$ cat config.mk
export PLATFORM = sky130hd
export DESIGN_NAME = maxpool_1d_stream
export DESIGN_NICKNAME = d
export VERILOG_FILES = /design/src/rtl/cnn_stream_pkg.sv /design/src/rtl/maxpool_1d_stream.sv
export SDC_FILE = /design/constraint.sdc
export NUM_CORES = 1
export LEC_CHECK = 0
export ABC_AREA = 1
export BUFFER_PORTS_ARGS = -buffer_cell sky130_fd_sc_hd__buf_2
export CAP_MARGIN = 20
export CORE_ASPECT_RATIO = 1.4
export CORE_MARGIN = 1
export CORE_UTILIZATION = 46
export CTS_CLUSTER_DIAMETER = 100
export DETAILED_ROUTE_END_ITERATION = 8
export GPL_TIMING_DRIVEN = 0
export HOLD_SLACK_MARGIN = 0.12
export PLACE_DENSITY = 0.67
export SKIP_CTS_REPAIR_TIMING = 1
export SLEW_MARGIN = 20
export SYNTH_ARGS = -nofsm -noshare
export SYNTH_HDL_FRONTEND = slang
export SYNTH_SLANG_ARGS = --single-unit
$ cat constraint.sdc
create_clock -name clk -period 4.1 [get_ports clk]
set_input_delay 0.82 -clock clk [delete_from_list [all_inputs] [get_ports clk]]
set_output_delay 0.82 -clock clk [all_outputs]
set_load 0.01 [all_outputs]
$ cat src/rtl/cnn_stream_pkg.sv
// Shared types and helpers for the CNN streaming pipeline stages.
package cnn_stream_pkg;

  localparam int unsigned T_DEFAULT = 8;

  // Widest sample the shared helpers support; callers sign-extend into it.
  localparam int unsigned SMAX_W = 32;

  typedef enum logic [1:0] {
    ACCUM,
    OUTPUT,
    DRAIN
  } pool_state_t;

  // Signed maximum. Both operands are sign-extended by the caller, so the result
  // is always one of them and truncating back to the caller's width is exact.
  function automatic logic signed [SMAX_W-1:0] smax(
    input logic signed [SMAX_W-1:0] a,
    input logic signed [SMAX_W-1:0] b
  );
    return (a > b) ? a : b;
  endfunction

endpackage

$ cat src/rtl/maxpool_1d_stream.sv
// Streaming 1-D max-pool: one signed maximum per non-overlapping window of P
// samples, floor(L/P) outputs per L-sample frame, trailing remainder discarded.
module maxpool_1d_stream
  import cnn_stream_pkg::*;
#(
  parameter int unsigned T = T_DEFAULT,
  parameter int unsigned P = 2,
  parameter int unsigned L = 13
) (
  input  logic                clk,
  input  logic                reset,
  input  logic signed [T-1:0] x_data,
  input  logic                x_valid,
  output logic                x_ready,
  output logic signed [T-1:0] y_data,
  output logic                y_valid,
  input  logic                y_ready
);

  localparam int unsigned CW = $clog2(L + 1);
  localparam int unsigned WW = (P > 1) ? $clog2(P) : 1;

  localparam logic [CW-1:0] L_FULL    = CW'(L);
  localparam logic [CW-1:0] L_LAST    = CW'(L - 1);
  localparam logic [CW-1:0] LAST_FULL = CW'(L - P);
  localparam logic [WW-1:0] W_LAST    = WW'(P - 1);

  pool_state_t        state;
  logic [WW-1:0]      win_cnt;
  logic [CW-1:0]      in_cnt;
  logic signed [T-1:0] max_reg;
  logic signed [T-1:0] max_next;
  logic               accept;

  always_comb begin
    max_next = T'(smax(SMAX_W'(x_data), SMAX_W'(max_reg)));
  end

  // Outputs are functions of the registered state; reset masks them in its own cycle.
  always_comb begin
    x_ready = !reset && (state != OUTPUT);
    y_valid = !reset && (state == OUTPUT);
    y_data  = y_valid ? max_reg : '0;
    accept  = x_valid && x_ready;
  end

  always_ff @(posedge clk) begin
    if (reset) begin
      state   <= ACCUM;
      win_cnt <= '0;
      in_cnt  <= '0;
      max_reg <= '0;
    end else begin
      case (state)
        ACCUM: begin
          if (accept) begin
            in_cnt  <= in_cnt + 1'b1;
            max_reg <= (win_cnt == '0) ? x_data : max_next;
            if (win_cnt == W_LAST) begin
              win_cnt <= '0;
              state   <= OUTPUT;
            end else begin
              win_cnt <= win_cnt + 1'b1;
            end
          end
        end
        OUTPUT: begin
          if (y_ready) begin
            if (in_cnt == L_FULL) begin
              in_cnt <= '0;
              state  <= ACCUM;
            end else if (in_cnt > LAST_FULL) begin
              // fewer than P samples left in the frame: swallow them
              state <= DRAIN;
            end else begin
              state <= ACCUM;
            end
          end
        end
        DRAIN: begin
          if (accept) begin
            if (in_cnt == L_LAST) begin
              in_cnt  <= '0;
              win_cnt <= '0;
              state   <= ACCUM;
            end else begin
              in_cnt <= in_cnt + 1'b1;
            end
          end
        end
        default: state <= ACCUM;
      endcase
    end
  end

endmodule

# Word level (Yosys, flattened, before mapping)
# Index checks and enable logic that the tools add are counted.
# op_classes
n_eq_ne	12
muxes	22
magnitude_cmp	2
reduce_logical	11
add_sub_neg	2
# ops
op	n
$mux W8	3
$mux W4	5
$mux W2	7
$pmux W4 S3	1
$ne A2 B2 Y1 const B	5
$reduce_and A5 Y1	2
$eq A4 B4 Y1 const B	2
$gt A8 B8 Y1	1
$ne A2 B1 Y1 const B	3
$pmux W2 S3	1
$add A4 B1 Y4 const B	1
$gt A4 B4 Y1 const B	1
$mux W1	4
$reduce_and A4 Y1	1
$logic_and A1 B1 Y1	3
$reduce_and A3 Y1	1
$reduce_bool A3 Y1	1
$eq A2 B1 Y1 const B	1
$eq A2 B2 Y1 const B	1
$logic_not A2 Y1	1
$pmux W1 S2	1
$reduce_bool A2 Y1	1
$add A1 B1 Y1 const B	1
$logic_not A1 Y1	1
# word_totals
register_bits	15
elab_cells	53
output_inout_bits	10
inputBits	12

# Depth between registers and ports, before layout
# depth
ltp_word	5
mapped_depth	16
mapped_depth_nobuf	15

# Least setup slack after synthesis
# Ideal clock, no wire load.
# synth_timing
kind	input -> output
start	input port reset
end	output port y_data[0]
t_required_ns	3.280
arrival_time_ns	1.367
path_stages	3
setup_slack_ns	1.913
path_cell_list	nor2_1 inv_1 nor2_1
# synth_via
elab_chain_cells	3
# synth_rtl
item	line_no	text
from (decl)	maxpool_1d_stream.sv:11	input logic reset,
$logic_not A1 Y1	maxpool_1d_stream.sv:42	y_valid = !reset && (state == OUTPUT);
$logic_and A1 B1 Y1	maxpool_1d_stream.sv:42	
$mux W8	maxpool_1d_stream.sv:43	y_data = y_valid ? max_reg : '0;
to (decl)	maxpool_1d_stream.sv:15	output logic signed [T-1:0] y_data,
# No other way between the ends.

# Worst setup path after layout
# layout_timing
start	register state[1]
end	output port y_data[7]
# layout_via
elab_chain_cells	3
# layout_rtl
item	line_no	text
from (decl)	maxpool_1d_stream.sv:28	pool_state_t state;
from (signal assigned)	maxpool_1d_stream.sv:49	state <= ACCUM;
from (signal assigned)	maxpool_1d_stream.sv:61	state <= OUTPUT;
from (signal assigned)	maxpool_1d_stream.sv:71	state <= ACCUM;
$eq A2 B1 Y1	maxpool_1d_stream.sv:42	
$logic_and A1 B1 Y1	maxpool_1d_stream.sv:42	
$mux W8	maxpool_1d_stream.sv:43	
# No other way between the ends.

==> flow_metrics.env <==
export IMPL_status="completed"
export IMPL_yosysSeqAreaShare_pct=26.6
export IMPL_grt_max_degree=11
export IMPL_grt_antenna_before_repair=0
export IMPL_viasPerCell=4.96
export IMPL_wire_per_inst_um=9.99
export IMPL_synth_ff_latch_count=15
export IMPL_finClkSkew_ns=0.00375
export IMPL_power_density_mw_per_mm2=475
export IMPL_min_path_type="register to register"
export IMPL_drtPass1Iterations=6
export IMPL_slowest_delay_ns=0.34
export IMPL_syn_nets=200
export IMPL_finalCritPeriodShare_pct=59.1
export IMPL_place_hpwl_um=1830
export IMPL_cp_arrival_ns=1.60
export IMPL_yosysWarnings=0
export IMPL_r2r_cells=14
export IMPL_crit_cells=7
export IMPL_start_util_pct=50.1
export IMPL_tns_ns=0
export IMPL_fmax_mhz=413
export IMPL_ant_nets=0
export IMPL_critPathRequiredTime_ns=3.28
export IMPL_worstReg2RegStart="max_reg[7]$_SDFFE_PP0P_"
export IMPL_reg2reg_to="max_reg[6]$_SDFFE_PP0P_"
export IMPL_r2r_slack_ns=2.33
export IMPL_cp_slowest_cell="dfxtp_1"
export IMPL_dieArea_mm2=0.00266
export IMPL_max_slew_margin_rel_pct=77.2
export IMPL_drv_slew=0
export IMPL_whs_path_depth=2
export IMPL_io_pins=22
export IMPL_drive_above_1_share_pct=18.7
export IMPL_min_to="max_reg[4]$_SDFFE_PP0P_"
export IMPL_place_gp_congestion=0.812
export IMPL_routed_wirelength_um=2200
export IMPL_core_mm2=0.00225
export IMPL_p_leak_nw=0.703
export IMPL_layout_area_overhead_vs_synth_pct=14.2
export IMPL_clock_sinks=15
export IMPL_gr_total_overflow=0
export IMPL_insertion_delay_ns=0.28
export IMPL_port_buffer_count=21
export IMPL_via_count=1091
export IMPL_die_y_um=60.6
export IMPL_drtIter0Drc=22
export IMPL_largest_reg_flops=8
export IMPL_cts_root_buf="clkbuf_4"
export IMPL_register_area_um2=300
export IMPL_multi_input_area_um2=656
export IMPL_cts_made_buffers=3
export IMPL_min_from="max_reg[4]$_SDFFE_PP0P_"
export IMPL_clkTransAtPathRegs_ns=0.09
export IMPL_grt_pass1_vias=1006
export IMPL_drc=0
export IMPL_ctsLongestPathBuffers=2
export IMPL_ir_drop_mv=0.291
export IMPL_crit_top_cell="inv_1"
export IMPL_synth_cells=173
export IMPL_cp_max_fo=8
export IMPL_fillers=232
export IMPL_setup_violations=0
export IMPL_ctsHtreeMaxLevel=1
export IMPL_grt_total_usage_pct=19.3
export IMPL_fin_nets=226
export IMPL_cap_violations=0
export IMPL_rsz0062_at_grt="false"
export IMPL_cts_tree="done"
export IMPL_grt_pass1_wl_um=3890
export IMPL_setup_worst_path_start_class="register"
export IMPL_hold_slack_ns=0.493
export IMPL_cp_end_kind="output port"
export IMPL_synthDistinctLibCells=22
export IMPL_critPathKind="register to output port"
export IMPL_synth_area_mm2=0.00113
export IMPL_critical_path_top_delay_family="buffers and inverters"
export IMPL_crit_buf_inv=4
export IMPL_worstPathCellList="inv_1, ha_1, inv_1, nor2_1, inv_1, nor2_1, buf_2"
export IMPL_post_route_min_period_ns=2.42
export IMPL_worst_pin_slew_ns=0.339
export IMPL_fp_dieW_um=43.9
export IMPL_rows=20
export IMPL_syn_avg_cell_area_um2=6.52
export IMPL_diodes=0
export IMPL_finalHoldViolCount=0
## worst max path at each step
stage,start,end,slack (ns)
after floorplan,reset,y_data[0],1.91
after global placement,reset,y_data[7],1.76
after detailed placement,reset,y_data[7],1.75
after CTS,state[1]$_SDFFE_PP0P_,y_data[7],1.67
after global routing,state[1]$_SDFFE_PP0P_,y_data[7],1.51
final,state[1]$_SDFFE_PP0P_,y_data[7],1.68
## placed cells by master (no fill, tap or decap), types with 2 or more instances in the layout
master and instances:
a211oi_1 2, a21oi_1 14, a21oi_2 3, buf_2 21, buf_6 2, clkbuf_4 3, dfxtp_1 15, ha_1 15
inv_1 38, nand2_1 34, nand2_2 3, nand3_1 9, nor2_1 23, nor2_2 2, nor3_1 4
## Yosys cell counts
cell type	number	share of area [%]
a211oi_1	2	1.3
a21oi_1	14	6.2
a21oi_2	3	2.3
and3_1	1	0.55
buf_6	2	2.0
clkinv_1	1	0.33
dfxtp_1	15	27
ha_1	15	17
inv_1	38	13
inv_2	1	0.33
nand2_1	34	11
nand2_2	3	1.7
nand3_1	9	4.0
nor2_1	23	7.6
nor2_2	2	1.1
nor3_1	4	1.8
nor3_2	1	0.89
o21ai_0	1	0.44
o21ai_1	1	0.44
o22ai_1	1	0.55
o31ai_1	1	0.67
or2_0	1	0.55
## cell type report
| class | instances | area share (%) |
|---|---|---|
| buffer | 2 | 1.75 |
| clock buffer | 3 | 1.75 |
| clock inverter | 1 | 0.388 |
| inverter | 40 | 11.7 |
| multi-input combinational | 116 | 50.9 |
| sequential | 15 | 23.3 |
| tap | 22 | 2.14 |
| timing repair buffer | 21 | 8.16 |
## logic make-up after synthesis
kind of cell | share of synthesized area [%]
and+or+nand+nor | 29.5
buffers and inverters | 15.3
AOI/OAI and AO/OA | 12.0
adders and majority gates | 16.6
DFF | 26.6
## per-layer routing
layer / up-vias / GRT usage (%) / part of all wire [%]
li1: 584 / - / -
met3: 5 / 1.79 / 2.9
met2: 25 / 36.5 / 51
met1: 477 / 21.5 / 44
met5: - / 0 / 0
met4: 0 / 9.09 / 1.9
## through the flow
step                      total power [mW]  util (%)  setup WS (ns)  instances  cell area (µm²)
after floorplan                      0.461         -           1.91        173             1130
after global routing                 0.680      57.2           1.51        220             1290
final                                0.612      57.2           1.68        220             1290
after detailed placement             0.533      56.0           1.75        216             1260
after CTS                            0.618      57.2           1.67        220             1290
after global placement               0.521      56.0           1.76        216             1260
## worst min-delay path, cell delays in order, from the launching register on
cell	delay [ns]
dfxtp_1	0.33
a21oi_2	0.09
nor2_1	0.04
## power breakdown
group	switching (mW)	internal, mW
combinational	0.200	0.124
sequential	0.0243	0.181
clock	0.0473	0.0362
(Power assumes the default switching activity.)
